`src/rtl/alu_32_if.sv`:
```
// alu_32_if: operand/opcode inputs and registered result/status outputs of alu_32
interface alu_32_if #(parameter int WORD_SIZE = 32);
  logic [WORD_SIZE-1:0] input_a;
  logic [WORD_SIZE-1:0] input_b;
  logic [3:0] control;
  logic [WORD_SIZE-1:0] result;
  logic zero;
  logic cout;
  logic err_overflow;
  logic err_invalid_control;
  logic valid;
  modport master (
    output input_a, input_b, control,
    input  result, zero, cout, err_overflow, err_invalid_control, valid
  );
  modport slave (
    input  input_a, input_b, control,
    output result, zero, cout, err_overflow, err_invalid_control, valid
  );
endinterface

```
`src/rtl/alu_32.sv`:
```
// alu_32: registered MIPS-style ALU with zero/carry/overflow/invalid status; ALU_SLTU_EN adds unsigned set-less-than
module alu_32 #(
  parameter int WORD_SIZE = 32,
  parameter logic [3:0] CONTROL_AND = 4'b0000,
  parameter logic [3:0] CONTROL_OR = 4'b0001,
  parameter logic [3:0] CONTROL_ADD = 4'b0010,
  parameter logic [3:0] CONTROL_ADD_UNSIGNED = 4'b0011,
  parameter logic [3:0] CONTROL_SUB = 4'b0110,
  parameter logic [3:0] CONTROL_SLT = 4'b0111,
  parameter logic [3:0] CONTROL_NOR = 4'b1100,
  parameter logic [3:0] CONTROL_SLTU = 4'b1000
) (
  input logic clk,
  input logic rst,
  alu_32_if.slave bus
);
  localparam int W = WORD_SIZE;
  logic [W-1:0] a, b, b_x, sum, res;
  logic [W:0] sum_x;
  logic sub, c_out, ovf_add, ovf_sub, co, ov, ok;
  assign a = bus.input_a;
  assign b = bus.input_b;
`ifdef ALU_SLTU_EN
  assign sub = bus.control == CONTROL_SUB || bus.control == CONTROL_SLT || bus.control == CONTROL_SLTU;
`else
  assign sub = bus.control == CONTROL_SUB || bus.control == CONTROL_SLT;
`endif
  assign b_x = sub ? ~b : b;
  assign sum_x = {1'b0, a} + {1'b0, b_x} + {{W{1'b0}}, sub};
  assign sum = sum_x[W-1:0];
  assign c_out = sum_x[W];
  assign ovf_add = (a[W-1] == b[W-1]) && (sum[W-1] != a[W-1]);
  assign ovf_sub = (a[W-1] != b[W-1]) && (sum[W-1] != a[W-1]);
  always_comb begin
    res = '0;
    co = 1'b0;
    ov = 1'b0;
    ok = 1'b1;
    case (bus.control)
      CONTROL_AND: res = a & b;
      CONTROL_OR: res = a | b;
      CONTROL_NOR: res = ~(a | b);
      CONTROL_ADD: begin res = sum; co = c_out; ov = ovf_add; end
      CONTROL_ADD_UNSIGNED: begin res = sum; co = c_out; ov = c_out; end
      CONTROL_SUB: begin res = sum; co = c_out; ov = ovf_sub; end
      CONTROL_SLT: res = {{(W-1){1'b0}}, sum[W-1] ^ ovf_sub};
`ifdef ALU_SLTU_EN
      CONTROL_SLTU: res = {{(W-1){1'b0}}, ~c_out};
`endif
      default: ok = 1'b0;
    endcase
  end
  always_ff @(posedge clk) begin
    if (rst) begin
      bus.result <= '0;
      bus.zero <= 1'b0;
      bus.cout <= 1'b0;
      bus.err_overflow <= 1'b0;
      bus.err_invalid_control <= 1'b0;
      bus.valid <= 1'b0;
    end else begin
      bus.result <= res;
      bus.zero <= ok && res == '0;
      bus.cout <= co;
      bus.err_overflow <= ov;
      bus.err_invalid_control <= !ok;
      bus.valid <= ok;
    end
  end
endmodule

```
`src/flat_wrapper.sv`:
```
// flat-port wrapper written by rule: the top's interface ports become plain ports
module alu_32_flat 
#(
  parameter int WORD_SIZE = 32,
  parameter logic [3:0] CONTROL_AND = 4'b0000,
  parameter logic [3:0] CONTROL_OR = 4'b0001,
  parameter logic [3:0] CONTROL_ADD = 4'b0010,
  parameter logic [3:0] CONTROL_ADD_UNSIGNED = 4'b0011,
  parameter logic [3:0] CONTROL_SUB = 4'b0110,
  parameter logic [3:0] CONTROL_SLT = 4'b0111,
  parameter logic [3:0] CONTROL_NOR = 4'b1100,
  parameter logic [3:0] CONTROL_SLTU = 4'b1000
)
  (clk, rst, bus_input_a, bus_input_b, bus_control, bus_result, bus_zero, bus_cout, bus_err_overflow, bus_err_invalid_control, bus_valid);
  alu_32_if #(.WORD_SIZE(WORD_SIZE)) bus_i ();
  input logic clk;
  input logic rst;
  input wire logic [$bits(bus_i.input_a)-1:0] bus_input_a;
  input wire logic [$bits(bus_i.input_b)-1:0] bus_input_b;
  input wire logic [$bits(bus_i.control)-1:0] bus_control;
  output wire logic [$bits(bus_i.result)-1:0] bus_result;
  output wire logic [$bits(bus_i.zero)-1:0] bus_zero;
  output wire logic [$bits(bus_i.cout)-1:0] bus_cout;
  output wire logic [$bits(bus_i.err_overflow)-1:0] bus_err_overflow;
  output wire logic [$bits(bus_i.err_invalid_control)-1:0] bus_err_invalid_control;
  output wire logic [$bits(bus_i.valid)-1:0] bus_valid;
  assign bus_i.input_a = bus_input_a;
  assign bus_i.input_b = bus_input_b;
  assign bus_i.control = bus_control;
  assign bus_result = bus_i.result;
  assign bus_zero = bus_i.zero;
  assign bus_cout = bus_i.cout;
  assign bus_err_overflow = bus_i.err_overflow;
  assign bus_err_invalid_control = bus_i.err_invalid_control;
  assign bus_valid = bus_i.valid;
  alu_32 #(.WORD_SIZE(WORD_SIZE), .CONTROL_AND(CONTROL_AND), .CONTROL_OR(CONTROL_OR), .CONTROL_ADD(CONTROL_ADD), .CONTROL_ADD_UNSIGNED(CONTROL_ADD_UNSIGNED), .CONTROL_SUB(CONTROL_SUB), .CONTROL_SLT(CONTROL_SLT), .CONTROL_NOR(CONTROL_NOR), .CONTROL_SLTU(CONTROL_SLTU)) u_core (.clk(clk), .rst(rst), .bus(bus_i));
endmodule
```
`config.mk`:
```
export PLATFORM = sky130hd
export DESIGN_NAME = alu_32_flat
export DESIGN_NICKNAME = d
export VERILOG_FILES = /design/src/rtl/alu_32_if.sv /design/src/rtl/alu_32.sv /design/src/flat_wrapper.sv
export SDC_FILE = /design/constraint.sdc
export NUM_CORES = 1
export LEC_CHECK = 0
export CAP_MARGIN = 40
export CORE_MARGIN = 4
export CORE_UTILIZATION = 40
export CTS_CLUSTER_SIZE = 20
export DETAILED_ROUTE_END_ITERATION = 8
export PLACE_DENSITY = 0.67
export SLEW_MARGIN = 20
export SYNTH_ARGS = -nofsm -noshare
export SYNTH_HDL_FRONTEND = slang
export SYNTH_SLANG_ARGS = --single-unit
export TNS_END_PERCENT = 1
```
`constraint.sdc`:
```
create_clock -name clk -period 6.1 [get_ports clk]
set_input_delay 1.22 -clock clk [delete_from_list [all_inputs] [get_ports clk]]
set_output_delay 1.22 -clock clk [all_outputs]
set_load 0.02 [all_outputs]
```
==> flow_summary.ini <==
[clocking]
cts-buffers-inserted = 5
path_clk_slew_ns = 0.09
cts-htree-levels = 2
tritoncts_clock_tree = built
cts_root_buffer = clkbuf_8
numClockSinks = 37
post_cts_resize_count = 0
cts_setup_buffers = 0
clk_path_buf_depth = 2
cts-hold-fix-buffers = 0

[synth]
synth_nets = 684
synthesis.instances = 577
number_of_flops_mapped_to_enable_cells_by_yosys = 0
synth.yosys.seq_area_share_pct = 17.0
synthesis.area_per_instance_sq_um = 7.53
synthDistinctLibCells = 68
yosys_warnings = 0
yosys_most_used_dff = dfxtp_1
ys_ff_latch = 37
async_reset_ff_share_pct = 0
synth_cell_area_sq_um = 4350

[timing]
post-route-period-util_pct = 87.2
timing.setup.tns_ns = 0
timing_hold_violations_final = 0
setup_violations = 0
worst_pin_slew_ns = 0.828
final.min_clock_period_ns = 5.32
max-slew-margin-rel_pct = 44.6
drv_slew = 0
hold_ws_ns = 1.66
rsz_0062_raised_after_global_routing = false
fmax_mhz = 188
setup_ws_ns = 0.778

[grt]
grt_first_pass_wirelength_microns = 24200
grt_start_max_net_pins = 42
via_count_of_the_first_global_routing_pass = 4636
grt.overflow.total = 0
global_route_usage_over_all_layers_pct = 23.3
antenna_found_initial = 0

[setup_path]
critical_path.cell_chain = clkdlybuf4s50_1 > nand3b_1 > buf_4 > xnor2_1 > inv_1 > fa_1 > nand2b_1 > a21o_1 > a211oi_1 > o31ai_1 > nand2_1 > xor2_1 > a221oi_1 > and4b_1 > nand4_1 > nor4_2
setup.worst_path.end_class = flop
worst_path_largest_cell_delay_ns = 0.69
setup.worst_path.start_class = input pin
cp_slowest_cell = clkdlybuf4s50_1
worstSetupPathType = input pin to flop
cp.required_ns = 6.31
worst-endpoint-arrival_ns = 5.53
timing.critical_path.fanout_max = 17

[routing]
drt-vias-per-instance = 6.00
drc = 0
antenna_violating_nets_post_route = 0
dr.first_iter.drc_count = 308
routed_wire_length_per_instance_microns = 18.7
postRouteWirelength_microns = 15100
detailroute.via_count = 4836
detail_route.first_pass.iterations = 5

[floorplan]
ioPinCount = 107
die_y_microns = 112
placement_rows = 37
placeable_core_region_sq_um = 10500
die-width_microns = 112
initial_core_util_pct = 41.5
die_area_sq_um = 12600

[place]
postPlaceCellArea_sq_um = 5540
place.gp.congestion = 0.921
buffer_ports.inserted = 106
numPlacedInstances = 798
post-dp-hpwl_microns = 11800
place_worst_setup_slack_ns = 0.489

[final_layout]
area_growth_pct = 29.5
finish.cell_count_without_fillers = 806
fillers = 1036
final_net_count = 776
stdcell_area_sq_um = 5630
insertedDiodeCount = 0
post_route_cells_drive_above_1_share_pct = 4.63

[power]
power.density_nw_per_um2 = 169
static-leakage-power_nw = 2.09
power.ir.vdd_worst_mv = 0.0921

[worst_hold_path]
min_path_cells = 2
timing.hold.worst_endpoint = u_core.bus.err_invalid_control$_SDFF_PP0_
min-delay-start = rst
worstHoldPathType = input pin to flop

[outcome]
status = complete, no violations

[flow_run]
maxCapViolations = 0
stage by stage:
| stage | utilization (%) | power (mW) |
|---|---|---|
| after floorplan | - | 0.593 |
| after global placement | 52.9 | 0.760 |
| after detailed placement | 53.0 | 0.765 |
| after CTS | 53.8 | 0.952 |
| after global routing | 53.8 | 1.02 |
| final | 53.8 | 0.954 |
cell usage after synthesis, types with 3 or more instances:
| library cell | number | area [sq um] |
|---|---|---|
| buf_1 | 6 | 22.5 |
| o211ai_1 | 7 | 52.6 |
| dfxtp_1 | 37 | 741 |
| inv_1 | 15 | 56.3 |
| and3b_1 | 4 | 35.0 |
| o21a_1 | 5 | 37.5 |
| o2bb2ai_1 | 3 | 26.3 |
| a211oi_1 | 7 | 52.6 |
| a211o_1 | 3 | 26.3 |
| clkbuf_1 | 24 | 90.1 |
| nor2_1 | 62 | 233 |
| nor2b_1 | 4 | 25.0 |
| and2_1 | 3 | 18.8 |
| a31oi_1 | 5 | 31.3 |
| or3_1 | 3 | 18.8 |
| nor3_1 | 17 | 85.1 |
| a21o_1 | 8 | 60.1 |
| o2111ai_1 | 4 | 35.0 |
| nand3b_1 | 5 | 37.5 |
| o31ai_1 | 12 | 90.1 |
| o21bai_1 | 6 | 45.0 |
| nand3_1 | 10 | 50.1 |
| a22oi_1 | 8 | 60.1 |
| nor4_1 | 3 | 18.8 |
| xor2_1 | 11 | 96.3 |
| ha_1 | 36 | 450 |
| o21ai_0 | 19 | 95.1 |
| xnor2_1 | 45 | 394 |
| nand2_1 | 50 | 188 |
| a221oi_1 | 8 | 70.1 |
| a21oi_1 | 52 | 260 |
| nand4_1 | 10 | 62.6 |
| nand2b_1 | 6 | 37.5 |
| maj3_1 | 30 | 300 |
| and3_1 | 8 | 50.1 |
logic make-up (layout without fill, tap and decap cells):
group,count (synthesis),count (layout),synth area share [%]
simple gates,196,196,22.0
flops,37,37,17.0
xor+xnor,56,56,11.3
fa+ha+maj,67,67,17.7
buf+inv,48,141,4.38
compound gates,173,173,27.6
sequential cells by signal, summed over array words and instances, names as in the netlist:
| register | cells |
|---|---|
| u_core.bus.cout | 1 |
| u_core.bus.err_invalid_control | 1 |
| u_core.bus.err_overflow | 1 |
| u_core.bus.result | 32 |
| u_core.bus.valid | 1 |
| u_core.bus.zero | 1 |
power breakdown:
part           switching [mW]  total [mW]  internal [mW]
registers             0.00241       0.253          0.250
logic                   0.293       0.517          0.224
clock network           0.105       0.184         0.0792
total                   0.400       0.954          0.554
metal layers:
layer	global-route usage [%]	vias to the layer above	part of all wire [%]	wire [microns]
met3	3.77	27	6.5	980
met1	32.0	2287	46	6880
li1	-	2324	-	-
met5	0	-	0	0
met4	4.89	0	1.9	287
met2	38.6	198	46	6930
worst max-delay path, delay by kind of cell:
family	cells	cell delay, ns
AOI/OAI and AO/OA	4	1.43
and+or+nand+nor	6	1.12
buffers and inverters	3	1.04
adders and majority gates	1	0.43
xor gates and xnor gates	2	0.30
final cells by class:
class | count | area (sq um) | share of cell area, %
Sequential cell | 37 | 741 | 13.2
Tap cell | 136 | 170 | 3.02
Clock inverter | 3 | 17.5 | 0.311
Clock buffer | 5 | 68.8 | 1.22
Inverter | 15 | 56.3 | 1.00
Timing Repair Buffer | 118 | 1150 | 20.5
Multi-Input combinational cell | 492 | 3420 | 60.8
how the worst max path moves through the flow:
stage	start	endpoint	cells after the start	slack, ns
2_1_floorplan	bus_control[1]	u_core.bus.zero$_SDFF_PP0_	16	1.36
3_3_place_gp	bus_control[2]	u_core.bus.zero$_SDFF_PP0_	16	0.56
3_5_place_dp	bus_control[2]	u_core.bus.zero$_SDFF_PP0_	16	0.49
4_1_cts	bus_control[2]	u_core.bus.zero$_SDFF_PP0_	16	0.80
5_1_grt	bus_control[2]	u_core.bus.zero$_SDFF_PP0_	16	0.28
6_report	bus_control[2]	u_core.bus.zero$_SDFF_PP0_	16	0.78
cells in the final DEF (no fill, tap or decap), types with 3 or more instances in the layout:
master,netlist,final
nand2b_1,6,6
maj3_1,30,30
clkbuf_8,0,5
dfxtp_1,37,37
nor4_1,3,3
nand3b_1,5,5
buf_4,0,12
o2bb2ai_1,3,3
o21bai_1,6,6
and3b_1,4,4
a21o_1,8,8
o2111ai_1,4,4
xor2_1,11,11
ha_1,36,36
a211o_1,3,3
a21oi_1,52,51
a221oi_1,8,8
nand3_1,10,10
and3_1,8,8
clkdlybuf4s50_1,0,106
and2_1,3,3
o211ai_1,7,7
xnor2_1,45,45
a211oi_1,7,7
nor2b_1,4,4
nand4_1,10,10
o31ai_1,12,12
inv_1,15,15
nor3_1,17,16
nor2_1,62,62
a31oi_1,5,5
or3_1,3,3
o21ai_0,19,19
a22oi_1,8,8
o21a_1,5,5
nand2_1,50,50
No activity file was read; power rests on OpenSTA's default activity.
